==> src/rtl/mips_mem_pkg.sv <==
// rtl/mips_mem_pkg.sv - shared memory-port widths and arbiter state encoding
// Purpose : types and widths shared by the fetch stage, the data memory stage and
//           the unified-memory port arbiter.
// Contents: MEM_ADDR_W, MEM_DATA_W, arb_state_t.
package mips_mem_pkg;

  localparam int MEM_ADDR_W = 32;
  localparam int MEM_DATA_W = 32;

  typedef enum logic [1:0] {
    ARB_IDLE = 2'd0,
    ARB_INST = 2'd1,
    ARB_DATA = 2'd2
  } arb_state_t;

endpackage

==> src/rtl/arb_streak_counter.sv <==
// rtl/arb_streak_counter.sv - saturating count of consecutive data grants
// Purpose : counts data grants made while a fetch is waiting; saturates at MAX_STREAK.
// Ports   : clk, reset (async, active-low)
//           i_inc  - count one more data grant (ignored when saturated)
//           i_clr  - return to zero (wins over i_inc)
//           o_sat  - count has reached MAX_STREAK
module arb_streak_counter #(
  parameter int MAX_STREAK = 4
) (
  input  logic clk,
  input  logic reset,
  input  logic i_inc,
  input  logic i_clr,
  output logic o_sat
);

  localparam int CW = $clog2(MAX_STREAK + 1);

  logic [CW-1:0] r_count;

  assign o_sat = (r_count == CW'(MAX_STREAK));

  always_ff @(posedge clk or negedge reset) begin
    if (!reset) begin
      r_count <= '0;
    end else if (i_clr) begin
      r_count <= '0;
    end else if (i_inc && !o_sat) begin
      r_count <= r_count + 1'b1;
    end
  end

endmodule

==> src/rtl/mem_port_arbiter.sv <==
// rtl/mem_port_arbiter.sv - fetch/data arbiter for one single-ported unified memory
// Purpose : grants the memory to the MEM stage (priority) or the IF stage, holds the
//           request until mem_ready, returns read data with a one-cycle valid pulse
//           and stalls the waiting stage. A streak limit keeps fetch from starving.
// Ports   : clk, reset (async, active-low)
//           fetch side : if_req, if_addr, flush -> if_rdata, if_valid, stall_fetch
//           data side  : dm_req, dm_we, dm_addr, dm_wdata -> dm_rdata, dm_valid, stall_mem
//           memory side: mem_req, mem_we, mem_addr, mem_wdata <- mem_rdata, mem_ready
module mem_port_arbiter
  import mips_mem_pkg::*;
#(
  parameter int ADDR_W     = MEM_ADDR_W,
  parameter int DATA_W     = MEM_DATA_W,
  parameter int MAX_STREAK = 4
) (
  input  logic              clk,
  input  logic              reset,
  input  logic              if_req,
  input  logic [ADDR_W-1:0] if_addr,
  input  logic              flush,
  output logic [DATA_W-1:0] if_rdata,
  output logic              if_valid,
  output logic              stall_fetch,
  input  logic              dm_req,
  input  logic              dm_we,
  input  logic [ADDR_W-1:0] dm_addr,
  input  logic [DATA_W-1:0] dm_wdata,
  output logic [DATA_W-1:0] dm_rdata,
  output logic              dm_valid,
  output logic              stall_mem,
  output logic              mem_req,
  output logic              mem_we,
  output logic [ADDR_W-1:0] mem_addr,
  output logic [DATA_W-1:0] mem_wdata,
  input  logic [DATA_W-1:0] mem_rdata,
  input  logic              mem_ready
);

  arb_state_t r_state;
  arb_state_t w_next_state;
  logic       r_kill;
  logic       w_el_data;
  logic       w_el_inst;
  logic       w_grant_data;
  logic       w_grant_inst;
  logic       w_done;
  logic       w_if_deliver;
  logic       w_sat;

  // A requester whose valid is high this cycle is still holding req for the
  // access that just finished, so it must not be granted again.
  assign w_el_data = dm_req & ~dm_valid;
  assign w_el_inst = if_req & ~if_valid & ~flush;

  // A flush seen at any point of the fetch, including its completion cycle,
  // drops the result.
  assign w_if_deliver = (r_state == ARB_INST) & mem_ready & ~r_kill & ~flush;

  assign stall_fetch = if_req & ~if_valid;
  assign stall_mem   = dm_req & ~dm_valid;

  arb_streak_counter #(
    .MAX_STREAK(MAX_STREAK)
  ) u_streak (
    .clk   (clk),
    .reset (reset),
    .i_inc (w_grant_data & if_req),
    .i_clr (w_grant_inst | ~if_req),
    .o_sat (w_sat)
  );

  always_comb begin
    w_next_state = r_state;
    w_grant_data = 1'b0;
    w_grant_inst = 1'b0;
    w_done       = 1'b0;
    case (r_state)
      ARB_IDLE: begin
        if (w_el_data && !(w_el_inst && w_sat)) begin
          w_grant_data = 1'b1;
          w_next_state = ARB_DATA;
        end else if (w_el_inst) begin
          w_grant_inst = 1'b1;
          w_next_state = ARB_INST;
        end
      end
      ARB_INST, ARB_DATA: begin
        if (mem_ready) begin
          w_done       = 1'b1;
          w_next_state = ARB_IDLE;
        end
      end
      default: w_next_state = ARB_IDLE;
    endcase
  end

  always_ff @(posedge clk or negedge reset) begin
    if (!reset) begin
      r_state <= ARB_IDLE;
    end else begin
      r_state <= w_next_state;
    end
  end

  always_ff @(posedge clk or negedge reset) begin
    if (!reset) begin
      r_kill    <= 1'b0;
      mem_req   <= 1'b0;
      mem_we    <= 1'b0;
      mem_addr  <= '0;
      mem_wdata <= '0;
      if_rdata  <= '0;
      if_valid  <= 1'b0;
      dm_rdata  <= '0;
      dm_valid  <= 1'b0;
    end else begin
      if_valid <= 1'b0;
      dm_valid <= 1'b0;

      if (w_grant_data) begin
        mem_req   <= 1'b1;
        mem_we    <= dm_we;
        mem_addr  <= dm_addr;
        mem_wdata <= dm_wdata;
      end else if (w_grant_inst) begin
        mem_req   <= 1'b1;
        mem_we    <= 1'b0;
        mem_addr  <= if_addr;
        mem_wdata <= '0;
        r_kill    <= 1'b0;
      end

      if (r_state == ARB_INST && flush) begin
        r_kill <= 1'b1;
      end

      if (w_done) begin
        mem_req <= 1'b0;
        r_kill  <= 1'b0;
        if (r_state == ARB_INST) begin
          if (w_if_deliver) begin
            if_valid <= 1'b1;
            if_rdata <= mem_rdata;
          end
        end else begin
          dm_valid <= 1'b1;
          if (!mem_we) begin
            dm_rdata <= mem_rdata;
          end
        end
      end
    end
  end

endmodule

==> config.mk <==
export PLATFORM = sky130hd
export DESIGN_NAME = mem_port_arbiter
export DESIGN_NICKNAME = d
export VERILOG_FILES = /design/src/rtl/mips_mem_pkg.sv /design/src/rtl/arb_streak_counter.sv /design/src/rtl/mem_port_arbiter.sv
export SDC_FILE = /design/constraint.sdc
export NUM_CORES = 1
export LEC_CHECK = 0
export CAP_MARGIN = 20
export CORE_MARGIN = 1
export CORE_UTILIZATION = 37
export CTS_CLUSTER_DIAMETER = 100
export DETAILED_ROUTE_END_ITERATION = 12
export PLACE_DENSITY = 0.86
export SYNTH_ARGS = -nofsm -noshare
export SYNTH_HDL_FRONTEND = slang
export SYNTH_SLANG_ARGS = --single-unit
==> constraint.sdc <==
create_clock -name clk -period 1.98 [get_ports clk]
set_input_delay 0.297 -clock clk [delete_from_list [all_inputs] [get_ports clk]]
set_output_delay 0.297 -clock clk [all_outputs]
set_load 0.1 [all_outputs]
==> impl_results.md, run 1 <==
* Status: complete, no violations
* Nets at 785
* DR DRC count at 0
* Synthesis-to-finish area growth at 60.7%
* Post-synthesis register bit count at 138
* Antenna violations before repair at 1
* RSZ-0062 raised after global routing: no
* Congestion Overflow GR at 0
* # setup viols final at 0
* Max-slew headroom at 0.673
* CTS buffer count at 17
* Depth of the most critical reg-to-reg path at 8
* Largest net degree at the start of global routing at 53
* IO Pins at 269
* DR vias/cell at slightly above 5
* Via count at around 4300
* Clk Latency, worst-skew pair at 0.41 ns
* Vias in the first global route at around 4500
* First-pass GRT wire length at roughly 22 mm
* CTS Buffer Depth at 2
* H-tree Lvls at 4
* Cell variety after synth at 34
* Crit path capture type: register
* Mapped Area at between 0.005 and 0.006 mm^2
* Fin. max-slew vios at 0
* Share of layout cells above drive strength 1 at 0.429
* Final ANT Viol Nets at 0
* Clk sinks at between 100 and 150
* Yosys warns at 0
* GPL Wtd Cong at ~0.75
* CP startpoint kind: register
* PortBufs at 268
* Initial drt markers at 160
* Tot GR Track Use at 0.192
* Post-synthesis sequential area ratio at 0.625
* Maxcap violations at 0
* Die Area at 0.0154 mm^2
* Arr. time, crit path at 2.18 ns
* Period minus WS final at 1.89 ns
* Drt wl/cell at about 18 um
* TritonCTS clock tree: done
* Syn Area/Cell at 15.2 um^2
* Skew final at 0.00890 ns
* Worst-path maximum fanout at 10
* Final Cycle Share at 0.956
* Initial core utilization at 0.380
* Row Count at 44
* Syn Inst Count at 364
* Critical Path RT at about 2.3 ns
* Fin. Hold Viols at 0
* Core Area at 0.0145 mm^2
* Worst-margin pin slew at 0.490 ns
* Final HPWL DP at 11.2 mm
* Root buf cell: clkbuf_16
* Worst hold-check path type: input port to async pin
* Clock slew at reported path FFs at 0.06 ns
* Die W at approximately 120 um
* Post-synth net total at 503
* Kind of critical path: register to register
* Final wirelength at 15.4 mm
* Worst hold margin at 0.418 ns
* N_diodes at 0
* TritonRoute pass-1 iters at 4
* Max Clk Rate at around 0.53 GHz
* DIE HEIGHT at 124 um
worst paths after layout:
kind                             start             to  slack, ns
setup / recovery            r_state[1]    dm_rdata[3]       0.09
hold / removal                   reset  mem_wdata[12]       0.42
setup reg to reg            r_state[1]    dm_rdata[3]       0.09
hold reg to reg            dm_rdata[6]    dm_rdata[6]       0.49
max in group asynchronous        reset       dm_valid       0.91
min in group clk           dm_rdata[6]    dm_rdata[6]       0.49
placed cells by master, fill, tap and decap left out, types with 2 or more instances in the layout:
cell type          n
buf_4            138
dfrtp_1          137
clkdlybuf4s50_1  133
mux2_2            58
a22o_1            33
o221a_2           32
nand2b_1          29
clkbuf_16         18
buf_12            11
mux2_1             6
inv_1              5
or2b_1             4
bufinv_16          4
clkinv_2           4
nor2_1             3
nand2_1            3
a21oi_1            3
ha_1               3
clkinv_4           3
clkbuf_1           3
clkinvlp_4         2
o21ai_0            2
buf_6              2
metal layers:
layer	global-route usage	vias up	part of all wire
met5	0	-	0.00084
met4	0.0871	2	0.016
met3	0.0591	24	0.078
met2	0.344	193	0.53
met1	0.207	2130	0.37
li1	-	1910	-
flip-flops by register name (all words and copies together) (netlist names):
signal	cells
mem_req	1
r_kill	1
mem_addr	32
mem_we	1
dm_valid	1
r_state	2
mem_wdata	32
if_valid	1
dm_rdata	32
if_rdata	32
u_streak.r_count	3
cell usage after synthesis:
library cell  number  share of area
a21oi_1            3         0.0027
o21ai_0            2         0.0018
nand2_1            4         0.0027
nor3_2             1         0.0018
o21ai_2            1         0.0016
mux2_2            58           0.12
o211ai_2           1         0.0023
dfrtp_1          138           0.63
nor4b_4            1         0.0043
clkbuf_1           2         0.0014
mux2i_1            1         0.0018
and2_4             1         0.0016
a22oi_1            1         0.0014
buf_4              2         0.0027
or2b_1             4         0.0054
nand2b_1          30          0.034
inv_1              6         0.0041
xnor2_1            1         0.0016
and2_1             1         0.0011
nor3b_4            1         0.0034
a22o_1            33          0.052
o221a_2           32          0.065
and3b_1            1         0.0016
buf_6             11          0.022
a21boi_1           1         0.0014
and2b_1            1         0.0014
mux2_1             6          0.012
buf_2              8         0.0072
ha_1               4         0.0091
and4b_1            1         0.0018
nor3_1             1        0.00091
nor2_1             3         0.0020
o22ai_1            1         0.0011
nor2b_1            2         0.0023
cell families (layout without fill, tap and decap cells):
family          count (synthesis)  count (layout)  synth area share
mux                            65              65             0.132
buf+inv                        29             324            0.0378
simple gates                   52              52            0.0643
flops                         138             138             0.625
compound gates                 75              75             0.130
fa+ha+maj                       4               4           0.00906
xor+xnor                        1               1           0.00159
area by class of cell:
cell class,instances,area [um^2]
clock buffers,20,437
clock inverters,12,174
fillers,1122,5660
inverters,6,26.3
multi-input cells,197,1910
flip-flops and latches,138,3460
well taps,184,230
repair buffers,286,2650
repair_timing:
action                     CTS  global route
gates resized for setup      0             3
hold buffers                 1             0
setup endpoints to repair    0            22
buffers inserted             0             1
hold endpoints to repair    50             0
stage by stage:
step / instance area (um^2) / TNS, ns / util / std cells / worst slack (ns)
final: 8870 / 0 / 0.611 / 843 / 0.0881
after global routing: 8870 / 0 / 0.611 / 843 / 0.00999
after CTS: 8810 / 0 / 0.606 / 841 / 0.0382
after detailed placement: 8190 / -0.198 / 0.564 / 808 / -0.0252
after global placement: 8190 / 0 / 0.564 / 808 / 0.0176
after floorplan: 5550 / -8.27 / - / 364 / -0.223
worst max-delay path: stages, from the launching register on:
cell and delay (ns):
dfrtp_1 0.35, inv_1 0.08, ha_4 0.28, nand2_2 0.08, buf_4 0.16, nor3_4 0.19, buf_12 0.14, buf_6 0.15
mux2_2 0.35
Power of run 1 is not shown: default switching activity piles up to over one toggle a cycle in this logic, so the estimate is an artifact.
==> run 2: changes to the inputs <==
==> constraint.sdc (replaced) <==
create_clock -name clk -period 1.5 [get_ports clk]
set_input_delay 0.225 -clock clk [delete_from_list [all_inputs] [get_ports clk]]
set_output_delay 0.225 -clock clk [all_outputs]
set_load 0.1 [all_outputs]
==> run 2 against run 1 <==
Effect of this change: the flow now finishes with violations (negative setup slack); routed wire length grew 52%; clock skew increased by 0.0062 ns; clock-buffer cell count down 2; critical path type unchanged; critical endpoint is now mem_addr[23]; largest cell class is now buffers.
==> impl_results.md, run 2 (synthesized netlist as in run 1, its figures left out) <==
* R2r setup slk at -0.29 ns (was 0.09 ns)
* Nets at 853 (was 785)
* Final HPWL DP at 13.1 mm (was 11.2 mm)
* Root buf cell: clkbuf_16 (unchanged)
* GPL Wtd Cong at 0.791 (was 0.748)
* PortBufs at 268 (unchanged)
* First-pass GRT wire length at 32.2 mm (was 22.2 mm)
* Reg-to-Reg Start: dm_valid (was r_state[1])
* Period minus WS final at 1.79 ns (was 1.89 ns)
* Core Area at 0.0145 mm^2 (unchanged)
* Status: finished with violations (was complete, no violations)
* IO Pins at 269 (unchanged)
* Dpl cells at 827 (was 808)
* N_diodes at 0 (unchanged)
* Row Count at 44 (unchanged)
* TritonCTS clock tree: done (unchanged)
* Max Clk Rate at 0.560 GHz (was 0.529 GHz)
* Slowest CP cell: dfrtp_4 (was dfrtp_1)
* Reg-to-Reg End: mem_addr[23] (was dm_rdata[3])
* DIE HEIGHT at 124 um (unchanged)
* Crit-path most repeated cell: buf_12
* TritonRoute pass-1 iters at 4 (unchanged)
* Max-slew headroom at 0.742 (was 0.673)
* Via count at 4810 (was 4259)
* Largest net degree at the start of global routing at 44 (was 53)
* Final ANT Viol Nets at 0 (unchanged)
* RSZ-0062 raised after global routing: yes (was no)
* Vias in the first global route at 5408 (was 4468)
* CTS Buffer Depth at 2 (unchanged)
* Fin. Hold Viols at 0 (unchanged)
* Crit path launch: dm_valid (was r_state[1])
* Clk Latency, worst-skew pair at 0.42 ns (was 0.41 ns)
* Arr. time, crit path at 2.09 ns (was 2.18 ns)
* Initial drt markers at 288 (was 160)
* Fill cells at 657 (was 1122)
* Kind of critical path: register to register (unchanged)
* Worst-path maximum fanout at 5 (was 10)
* Post-route insts no fill at 911 (was 843)
* Commonest non-fill, non-tap cells in the layout: 151 x buf_12, 135 x dfrtp_1, 133 x clkdlybuf4s50_1 (was 138 x buf_4, 137 x dfrtp_1, 133 x clkdlybuf4s50_1)
* Slack of the critical path at -0.287 ns (was 0.0881 ns)
* DR DRC count at 0 (unchanged)
* Worst hold-check path type: input port to async pin (unchanged)
* Skew final at 0.0151 ns (was 0.00890 ns)
* # setup viols final at 138 (was 0)
* Depth of the most critical reg-to-reg path at 8 (unchanged)
* H-tree Lvls at 4 (unchanged)
* Initial core utilization at 0.380 (unchanged)
* Failing checks: negative setup slack
* Worst-margin pin slew at 0.386 ns (was 0.490 ns)
* Clock slew at reported path FFs at 0.06 ns (about the same)
* Die Area at 0.0154 mm^2 (unchanged)
* Max incr delay on CP at 0.41 ns (was 0.35 ns)
* DR vias/cell at 5.28 (was 5.05)
* Die W at 124 um (unchanged)
* Clk sinks at 138 (unchanged)
* Congestion Overflow GR at 0 (unchanged)
* CP cell instances: nand2b_4 > clkinvlp_4 > buf_6 > o21ai_4 > buf_12 > buf_12 > or2b_1 > o221a_2 (was inv_1 > ha_4 > nand2_2 > buf_4 > nor3_4 > buf_12 > buf_6 > mux2_2)
* Fin. max-slew vios at 0 (unchanged)
* Crit path capture type: register (unchanged)
* Synthesis-to-finish area growth at 122% (was 60.7%)
* Drt wl/cell at 25.8 um (was 18.3 um)
* CTS buffer count at 17 (unchanged)
* Share of layout cells above drive strength 1 at 0.556 (was 0.429)
* Final Cycle Share at 1.19 (was 0.956)
* Most common cell after layout, fill and taps aside: buf_12 (was buf_4)
* Final wirelength at 23.5 mm (was 15.4 mm)
* CP startpoint kind: register (unchanged)
* Maxcap violations at 0 (unchanged)
* Tot GR Track Use at 0.291 (was 0.192)
* Critical Path RT at 1.80 ns (was 2.27 ns)
* Antenna violations before repair at 0 (was 1)
[run 2: cell count changes in the layout (fill, tap and decap cells not counted), moves of 58 or more]
| cell | change |
|---|---|
| mux2_4 | +64 |
| mux2_2 | -58 |
| buf_4 | -114 |
| buf_12 | +140 |
[run 2: critical path: cells and delay by family, from the launching register on]
| family | cells | cell delay [ns] |
|---|---|---|
| AOI/OAI and AO/OA | 2 | 0.33 |
| buffers and inverters | 4 | 0.52 |
| DFF | 1 | 0.41 |
| and+or+nand+nor | 2 | 0.40 |
[run 2: per-layer routing]
metal / share of wire / vias to the layer above / track usage / routed length (um)
met3: 0.080 / 50 / 0.0980 / 1890
met4: 0.028 / 0 / 0.121 / 667
met1: 0.35 / 2463 / 0.314 / 8200
li1: - / 2063 / - / -
met2: 0.54 / 234 / 0.518 / 12700
met5: 0 / - / 0 / 0
[run 2: how the worst max path moves through the flow]
stage	slack [ns]	endpoint	depth (start not counted)
floorplan	-0.70	mem_addr[10]	6
global placement	-0.42	if_rdata[10]	4
detailed placement	-0.44	mem_addr[1]	5
CTS	-0.30	if_rdata[31]	7
global route	-0.34	if_rdata[24]	7
finish	-0.29	mem_addr[23]	8
[run 2: layout make-up]
| type | count | area, um^2 | area share |
|---|---|---|---|
| clock buffer | 18 | 429 | 0.0349 |
| clock inverter | 14 | 168 | 0.0136 |
| timing repair buffer | 350 | 5220 | 0.425 |
| multi-input combinational | 201 | 2750 | 0.224 |
| sequential | 138 | 3460 | 0.282 |
| tap | 184 | 230 | 0.0187 |
| inverter | 6 | 26.3 | 0.00214 |
[run 2: through the flow]
| step | hold slack [ns] | setup TNS [ns] | cell area (um^2) | utilization | worst slack (ns) |
|---|---|---|---|---|---|
| finish | 0.281 | -27.98 | 12300 | 0.846 | -0.287 |
| global route | 0.306 | -33.69 | 12300 | 0.846 | -0.340 |
| CTS | 0.288 | -25.72 | 12000 | 0.827 | -0.301 |
| detailed placement | 0.162 | -51.58 | 10300 | 0.706 | -0.439 |
| global placement | 0.161 | -46.20 | 10300 | 0.706 | -0.421 |
| floorplan | -0.0706 | -55.64 | 5860 | - | -0.703 |
[run 2: what timing repair did]
| item | in CTS | in global routing |
|---|---|---|
| hold buffers | 1 | 0 |
| pin swaps | 4 | 30 |
| resized for setup | 99 | 51 |
| cloned | 18 | 5 |
| endpoints found under the setup margin | 132 | 141 |
| hold endpoints to repair | 32 | 0 |
| buffers inserted | 27 | 17 |
Power of run 2 is left out for the same reason.
